===== src/rtl/addr_ptr_bank_pkg.sv =====
// Shared types and reset constants for the address pointer bank.
// Reset constants are wide patterns; each user casts them to its own WIDTH.
package addr_ptr_pkg;

  typedef enum logic [1:0] {
    FIELD_BASE  = 2'b00,
    FIELD_LIMIT = 2'b01,
    FIELD_STEP  = 2'b10,
    FIELD_PTR   = 2'b11
  } field_e;

  localparam int unsigned RST_W = 64;

  localparam logic [RST_W-1:0] PTR_RST   = '0;
  localparam logic [RST_W-1:0] BASE_RST  = '0;
  localparam logic [RST_W-1:0] LIMIT_RST = '1;
  localparam logic [RST_W-1:0] STEP_RST  = 64'd1;

endpackage


===== src/rtl/addr_ptr_bank_if.sv =====
// Configuration bus, per-channel strobes and pointer outputs of the pointer bank.
interface addr_ptr_bank_if #(
  parameter int unsigned WIDTH = 8,
  parameter int unsigned NCH   = 4
);
  import addr_ptr_pkg::*;

  localparam int unsigned CH_W = $clog2(NCH);

  logic                 Wen;
  logic [CH_W-1:0]      WrCh;
  field_e               WrField;
  logic [WIDTH-1:0]     BusOut;
  logic [NCH-1:0]       Rewind;
  logic [NCH-1:0]       Inc;
  logic [NCH-1:0]       Dec;
  logic [NCH*WIDTH-1:0] dout;
  logic [NCH-1:0]       Wrap;

  modport master (
    output Wen, WrCh, WrField, BusOut, Rewind, Inc, Dec,
    input  dout, Wrap
  );

  modport slave (
    input  Wen, WrCh, WrField, BusOut, Rewind, Inc, Dec,
    output dout, Wrap
  );

endinterface


===== src/rtl/addr_ptr_bank_ptr_channel.sv =====
// One pointer channel: base/limit/step/ptr registers, wrap compare and command priority.
// carry_out_c is the advance-wrap condition only; Dec wraps never cascade.
module ptr_channel
  import addr_ptr_pkg::*;
#(
  parameter int unsigned WIDTH = 8
) (
  input  logic             Clk,
  input  logic             RST,
  input  logic             wen,
  input  field_e           field,
  input  logic [WIDTH-1:0] wdata,
  input  logic             rewind,
  input  logic             inc,
  input  logic             dec,
  input  logic             carry_in,
  output logic [WIDTH-1:0] ptr,
  output logic             wrap_now_c,
  output logic             carry_out_c,
  output logic             Wrap
);

  logic [WIDTH-1:0] base_q, limit_q, step_q;
  logic [WIDTH-1:0] ptr_d, base_d, limit_d, step_d;
  logic [WIDTH:0]   nxt, prv;
  logic             adv;

  assign nxt = {1'b0, ptr} + {1'b0, step_q};
  assign prv = {1'b0, ptr} - {1'b0, step_q};
  assign adv = inc | carry_in;

  // Priority: config write, rewind, advance, dec; Inc+Dec without carry holds.
  always_comb begin
    ptr_d       = ptr;
    base_d      = base_q;
    limit_d     = limit_q;
    step_d      = step_q;
    wrap_now_c  = 1'b0;
    carry_out_c = 1'b0;
    if (wen) begin
      case (field)
        FIELD_BASE: begin
          base_d = wdata;
          ptr_d  = wdata;
        end
        FIELD_LIMIT: limit_d = wdata;
        FIELD_STEP:  step_d  = wdata;
        default:     ptr_d   = wdata;
      endcase
    end else if (rewind) begin
      ptr_d = base_q;
    end else if (inc && dec && !carry_in) begin
      ptr_d = ptr;
    end else if (adv) begin
      if (nxt > {1'b0, limit_q}) begin
        ptr_d       = base_q;
        wrap_now_c  = 1'b1;
        carry_out_c = 1'b1;
      end else begin
        ptr_d = nxt[WIDTH-1:0];
      end
    end else if (dec) begin
      if (prv[WIDTH] || (prv[WIDTH-1:0] < base_q)) begin
        ptr_d      = limit_q;
        wrap_now_c = 1'b1;
      end else begin
        ptr_d = prv[WIDTH-1:0];
      end
    end
  end

  always_ff @(posedge Clk or posedge RST) begin
    if (RST) begin
      ptr     <= WIDTH'(PTR_RST);
      base_q  <= WIDTH'(BASE_RST);
      limit_q <= WIDTH'(LIMIT_RST);
      step_q  <= WIDTH'(STEP_RST);
      Wrap    <= 1'b0;
    end else begin
      ptr     <= ptr_d;
      base_q  <= base_d;
      limit_q <= limit_d;
      step_q  <= step_d;
      Wrap    <= wrap_now_c;
    end
  end

endmodule


===== src/rtl/addr_ptr_bank.sv =====
// Bank of NCH address pointers with optional odometer cascade between neighbours.
module addr_ptr_bank
  import addr_ptr_pkg::*;
#(
  parameter int unsigned WIDTH   = 8,
  parameter int unsigned NCH     = 4,
  parameter int unsigned CASCADE = 0
) (
  input  logic            Clk,
  input  logic            RST,
  addr_ptr_bank_if.slave  bus
);

  localparam int unsigned CH_W = $clog2(NCH);

  logic [NCH-1:0] wen_ch;
  logic [NCH-1:0] carry_in;
  logic [NCH-1:0] carry_out;
  logic [NCH-1:0] wrap_now;
  logic           unused_bits;

  // The last carry and the raw wrap flags have no consumer at this level.
  assign unused_bits = ^{carry_out, wrap_now};

  for (genvar k = 0; k < NCH; k++) begin : g_ch
    assign wen_ch[k] = bus.Wen && (bus.WrCh == CH_W'(k));

    if (k == 0) begin : g_c0
      assign carry_in[k] = 1'b0;
    end else if (CASCADE != 0) begin : g_cas
      assign carry_in[k] = carry_out[k-1];
    end else begin : g_nocas
      assign carry_in[k] = 1'b0;
    end

    ptr_channel #(.WIDTH(WIDTH)) u_ch (
      .Clk         (Clk),
      .RST         (RST),
      .wen         (wen_ch[k]),
      .field       (bus.WrField),
      .wdata       (bus.BusOut),
      .rewind      (bus.Rewind[k]),
      .inc         (bus.Inc[k]),
      .dec         (bus.Dec[k]),
      .carry_in    (carry_in[k]),
      .ptr         (bus.dout[k*WIDTH +: WIDTH]),
      .wrap_now_c  (wrap_now[k]),
      .carry_out_c (carry_out[k]),
      .Wrap        (bus.Wrap[k])
    );
  end

endmodule


===== src/flat_wrapper.sv =====
// flat-port wrapper written by rule: the top's interface ports become plain ports
module addr_ptr_bank_flat import addr_ptr_pkg::*;
#(
  parameter int unsigned WIDTH   = 8,
  parameter int unsigned NCH     = 4,
  parameter int unsigned CASCADE = 0
)
  (Clk, RST, bus_Wen, bus_WrCh, bus_WrField, bus_BusOut, bus_Rewind, bus_Inc, bus_Dec, bus_dout, bus_Wrap);
  addr_ptr_bank_if #(.WIDTH(WIDTH), .NCH(NCH)) bus_i ();
  input  logic Clk;
  input  logic RST;
  input wire logic [$bits(bus_i.Wen)-1:0] bus_Wen;
  input wire logic [$bits(bus_i.WrCh)-1:0] bus_WrCh;
  input wire logic [$bits(bus_i.WrField)-1:0] bus_WrField;
  input wire logic [$bits(bus_i.BusOut)-1:0] bus_BusOut;
  input wire logic [$bits(bus_i.Rewind)-1:0] bus_Rewind;
  input wire logic [$bits(bus_i.Inc)-1:0] bus_Inc;
  input wire logic [$bits(bus_i.Dec)-1:0] bus_Dec;
  output wire logic [$bits(bus_i.dout)-1:0] bus_dout;
  output wire logic [$bits(bus_i.Wrap)-1:0] bus_Wrap;
  assign bus_i.Wen = bus_Wen;
  assign bus_i.WrCh = bus_WrCh;
  assign bus_i.WrField = bus_WrField;
  assign bus_i.BusOut = bus_BusOut;
  assign bus_i.Rewind = bus_Rewind;
  assign bus_i.Inc = bus_Inc;
  assign bus_i.Dec = bus_Dec;
  assign bus_dout = bus_i.dout;
  assign bus_Wrap = bus_i.Wrap;
  addr_ptr_bank #(.WIDTH(WIDTH), .NCH(NCH), .CASCADE(CASCADE)) u_core (.Clk(Clk), .RST(RST), .bus(bus_i));
endmodule

===== config.mk =====
export PLATFORM = sky130hd
export DESIGN_NAME = addr_ptr_bank_flat
export DESIGN_NICKNAME = d
export VERILOG_FILES = /design/src/rtl/addr_ptr_bank_pkg.sv /design/src/rtl/addr_ptr_bank_if.sv /design/src/rtl/addr_ptr_bank_ptr_channel.sv /design/src/rtl/addr_ptr_bank.sv /design/src/flat_wrapper.sv
export SDC_FILE = /design/constraint.sdc
export NUM_CORES = 1
export LEC_CHECK = 0
export BUFFER_PORTS_ARGS = -buffer_cell sky130_fd_sc_hd__buf_2
export CORE_MARGIN = 3
export CORE_UTILIZATION = 56
export DETAILED_ROUTE_END_ITERATION = 10
export GPL_TIMING_DRIVEN = 0
export PLACE_DENSITY = 0.82
export SLEW_MARGIN = 20
export SYNTH_ARGS = -nofsm -noshare
export SYNTH_HDL_FRONTEND = slang
export SYNTH_HIERARCHICAL = 1
export SYNTH_SLANG_ARGS = --single-unit

===== constraint.sdc =====
create_clock -name Clk -period 3.8 [get_ports Clk]
set_input_delay 0.38 -clock Clk [delete_from_list [all_inputs] [get_ports Clk]]
set_output_delay 0.38 -clock Clk [all_outputs]
set_load 0.1 [all_outputs]

==> run summary <==
First-pass GRT wire length: 52100 um
CTS tree: yes
Num CTS Buffers: 17
Initial Util: 0.580
Diodes inserted: 0
I/O Pins: 63
Final setup vio count: 9
Routed wire length: 33500 um
Die height: 149 um
Failing checks: negative setup slack
IO Port Bufs: 60
Worst-margin pin slew: 0.872 ns
All-Layer GR Usage: 0.293
Grt total ovfl: 0
CP startpoint kind: register
Period utilization: 1.05
Min cycle time layout: 4.00 ns
R2r startpoint: u_core/g_ch[3].u_ch/ptr[0]$_DFFE_PP0P_
Initial antenna violation count: 2
Post-route ant nets: 0
H-tree depth: 4
Share of post-route cells with drive strength above 1: 0.290
Place WS: -0.323 ns
DR iter-0 viols: 1130
Status: finished with violations
Crit-path max FO: 6
1st-pass router iterations: 6
R2r setup slk: -0.20 ns
DP Wirelength: 23600 um
Final TNS setup: -1.14 ns
DRC viols: 0
CTS Sinks: 132
Total number of yosys warnings: 6
Row count: 51
Core Box Area: 0.0198 sq mm
R2r worst-path depth: 15
Routed WL per cell: 20.3 um
RSZ-0062 raised after global routing: true
Avg Cell Area, Syn: 9.26 sq um
Clock latency on the worst-skew pair: 0.42 ns
Final worst slack: -0.201 ns
Vias: 10.5k
Via density per instance: 6.35
Via count of the first global-routing pass: 10.2k
Nets: 1542
Worst EP required: 4.13 ns
Hold_buf cts: 0
Clock Path Buffers: 2
Worst Skew: 0.00762 ns
Slew margin rel.: 0.413
Largest net degree at the start of global routing: 34
Post-Syn Instances: 1243
Crit. End Element: register
Die X: 149 um
Reg-to-reg endpoint: u_core/g_ch[3].u_ch/ptr[3]$_DFFE_PP0P_
Pins Over Slew Limit: 0
Crit path kind: reg -> reg
Worst min-delay path class: in -> async
Root Driver: clkbuf_16
Total die area: 0.0223 sq mm
Worst EP arrival: 4.33 ns
Synthesized cell area: 0.0115 sq mm
Final count of hold timing violations: 0
Max cap viols: 0
Gpl congestion: 0.992
Area growth from synthesis to layout: 17.0%
Clock transition at path regs: 0.06 ns
Fmax: 250 MHz
sequential cells by signal (all words and copies together) (netlist names):
signal                    flops
u_core/g_ch.u_ch/base_q      32
u_core/g_ch.u_ch/limit_q     32
u_core/g_ch.u_ch/ptr         32
u_core/g_ch.u_ch/step_q      32
u_core/g_ch.u_ch/Wrap         4
stage by stage:
stage	instances	area, sq um	utilization	hold WS, ns
4_1_cts	1634	13200	0.663	0.146
6_report	1649	13500	0.679	0.137
3_3_place_gp	1584	12300	0.619	0.482
2_1_floorplan	1259	11700	-	0.465
3_5_place_dp	1584	12300	0.619	0.489
5_1_grt	1649	13500	0.679	0.177
cell usage in the layout, fill, tap and decap left out, types with 8 or more instances in the layout:
cell,instances
inv_1,135
ha_1,132
mux2_2,89
nor2_1,83
buf_2,74
dfrtp_1,73
a21oi_1,73
nand2_1,72
o21ai_0,42
dfstp_2,36
buf_4,34
o31ai_1,24
xnor2_1,22
nor3_1,22
nor2b_1,21
dfrtp_2,18
clkbuf_16,17
a21o_1,17
nand4_1,17
a211oi_1,17
conb_1,17
clkbuf_1,13
o21a_1,13
a31oi_1,13
o21ai_1,12
a211o_1,11
nand3_1,11
nand2b_1,9
nor4_1,9
o21bai_1,8
or2_2,8
routing by layer:
metal | vias to the layer above | track usage | share of wire
met5 | - | 0 | 0.00075
met4 | 4 | 0.129 | 0.042
met3 | 139 | 0.0456 | 0.071
met2 | 554 | 0.479 | 0.47
met1 | 5007 | 0.387 | 0.42
li1 | 4760 | - | -
critical path, stage by stage (launching register included):
cell and delay (ns):
dfrtp_4 0.48, ha_4 0.18, fa_2 0.36, nor2b_4 0.15
o311ai_4 0.26, a21oi_2 0.10, nor2_2 0.16, xnor2_2 0.16
ha_1 0.28, and4_4 0.16, a21boi_1 0.13, o41a_1 0.36
or3_4 0.44, o21ai_4 0.33, o221ai_2 0.16, a32oi_1 0.21
final cells by class:
cell class | instances | area [sq um]
Buffer | 35 | 180
Sequential cell | 132 | 3390
Multi-Input combinational cell | 951 | 7900
Clock inverter | 11 | 124
Inverter | 140 | 526
Fill cell | 1555 | 6370
Timing Repair Buffer | 94 | 559
Tap cell | 265 | 332
Clock buffer | 21 | 470
worst max-delay path by stage:
stage                                                 startpoint                                      to  slack, ns  depth (start not counted)
final                     u_core/g_ch[3].u_ch/ptr[0]$_DFFE_PP0P_  u_core/g_ch[3].u_ch/ptr[3]$_DFFE_PP0P_      -0.20                         15
after global routing      u_core/g_ch[3].u_ch/ptr[0]$_DFFE_PP0P_  u_core/g_ch[3].u_ch/ptr[3]$_DFFE_PP0P_      -0.30                         15
after CTS                 u_core/g_ch[3].u_ch/ptr[0]$_DFFE_PP0P_  u_core/g_ch[3].u_ch/ptr[3]$_DFFE_PP0P_      -0.14                         16
after detailed placement  u_core/g_ch[3].u_ch/ptr[0]$_DFFE_PP0P_  u_core/g_ch[3].u_ch/ptr[3]$_DFFE_PP0P_      -0.32                         16
after global placement    u_core/g_ch[2].u_ch/ptr[2]$_DFFE_PP0P_  u_core/g_ch[2].u_ch/ptr[4]$_DFFE_PP0P_      -0.23                         13
after floorplan           u_core/g_ch[3].u_ch/ptr[0]$_DFFE_PP0P_  u_core/g_ch[3].u_ch/ptr[3]$_DFFE_PP0P_      -0.03                         16
repair_timing:
item | CTS | global route
resized for setup | 27 | 51
pin swaps | 32 | 46
setup endpoints to repair | 34 | 35
buffers inserted | 18 | 16
Power is left out: the tool's default activity adds up to more than one toggle a clock period on the data nets, which glitch-free logic cannot reach.
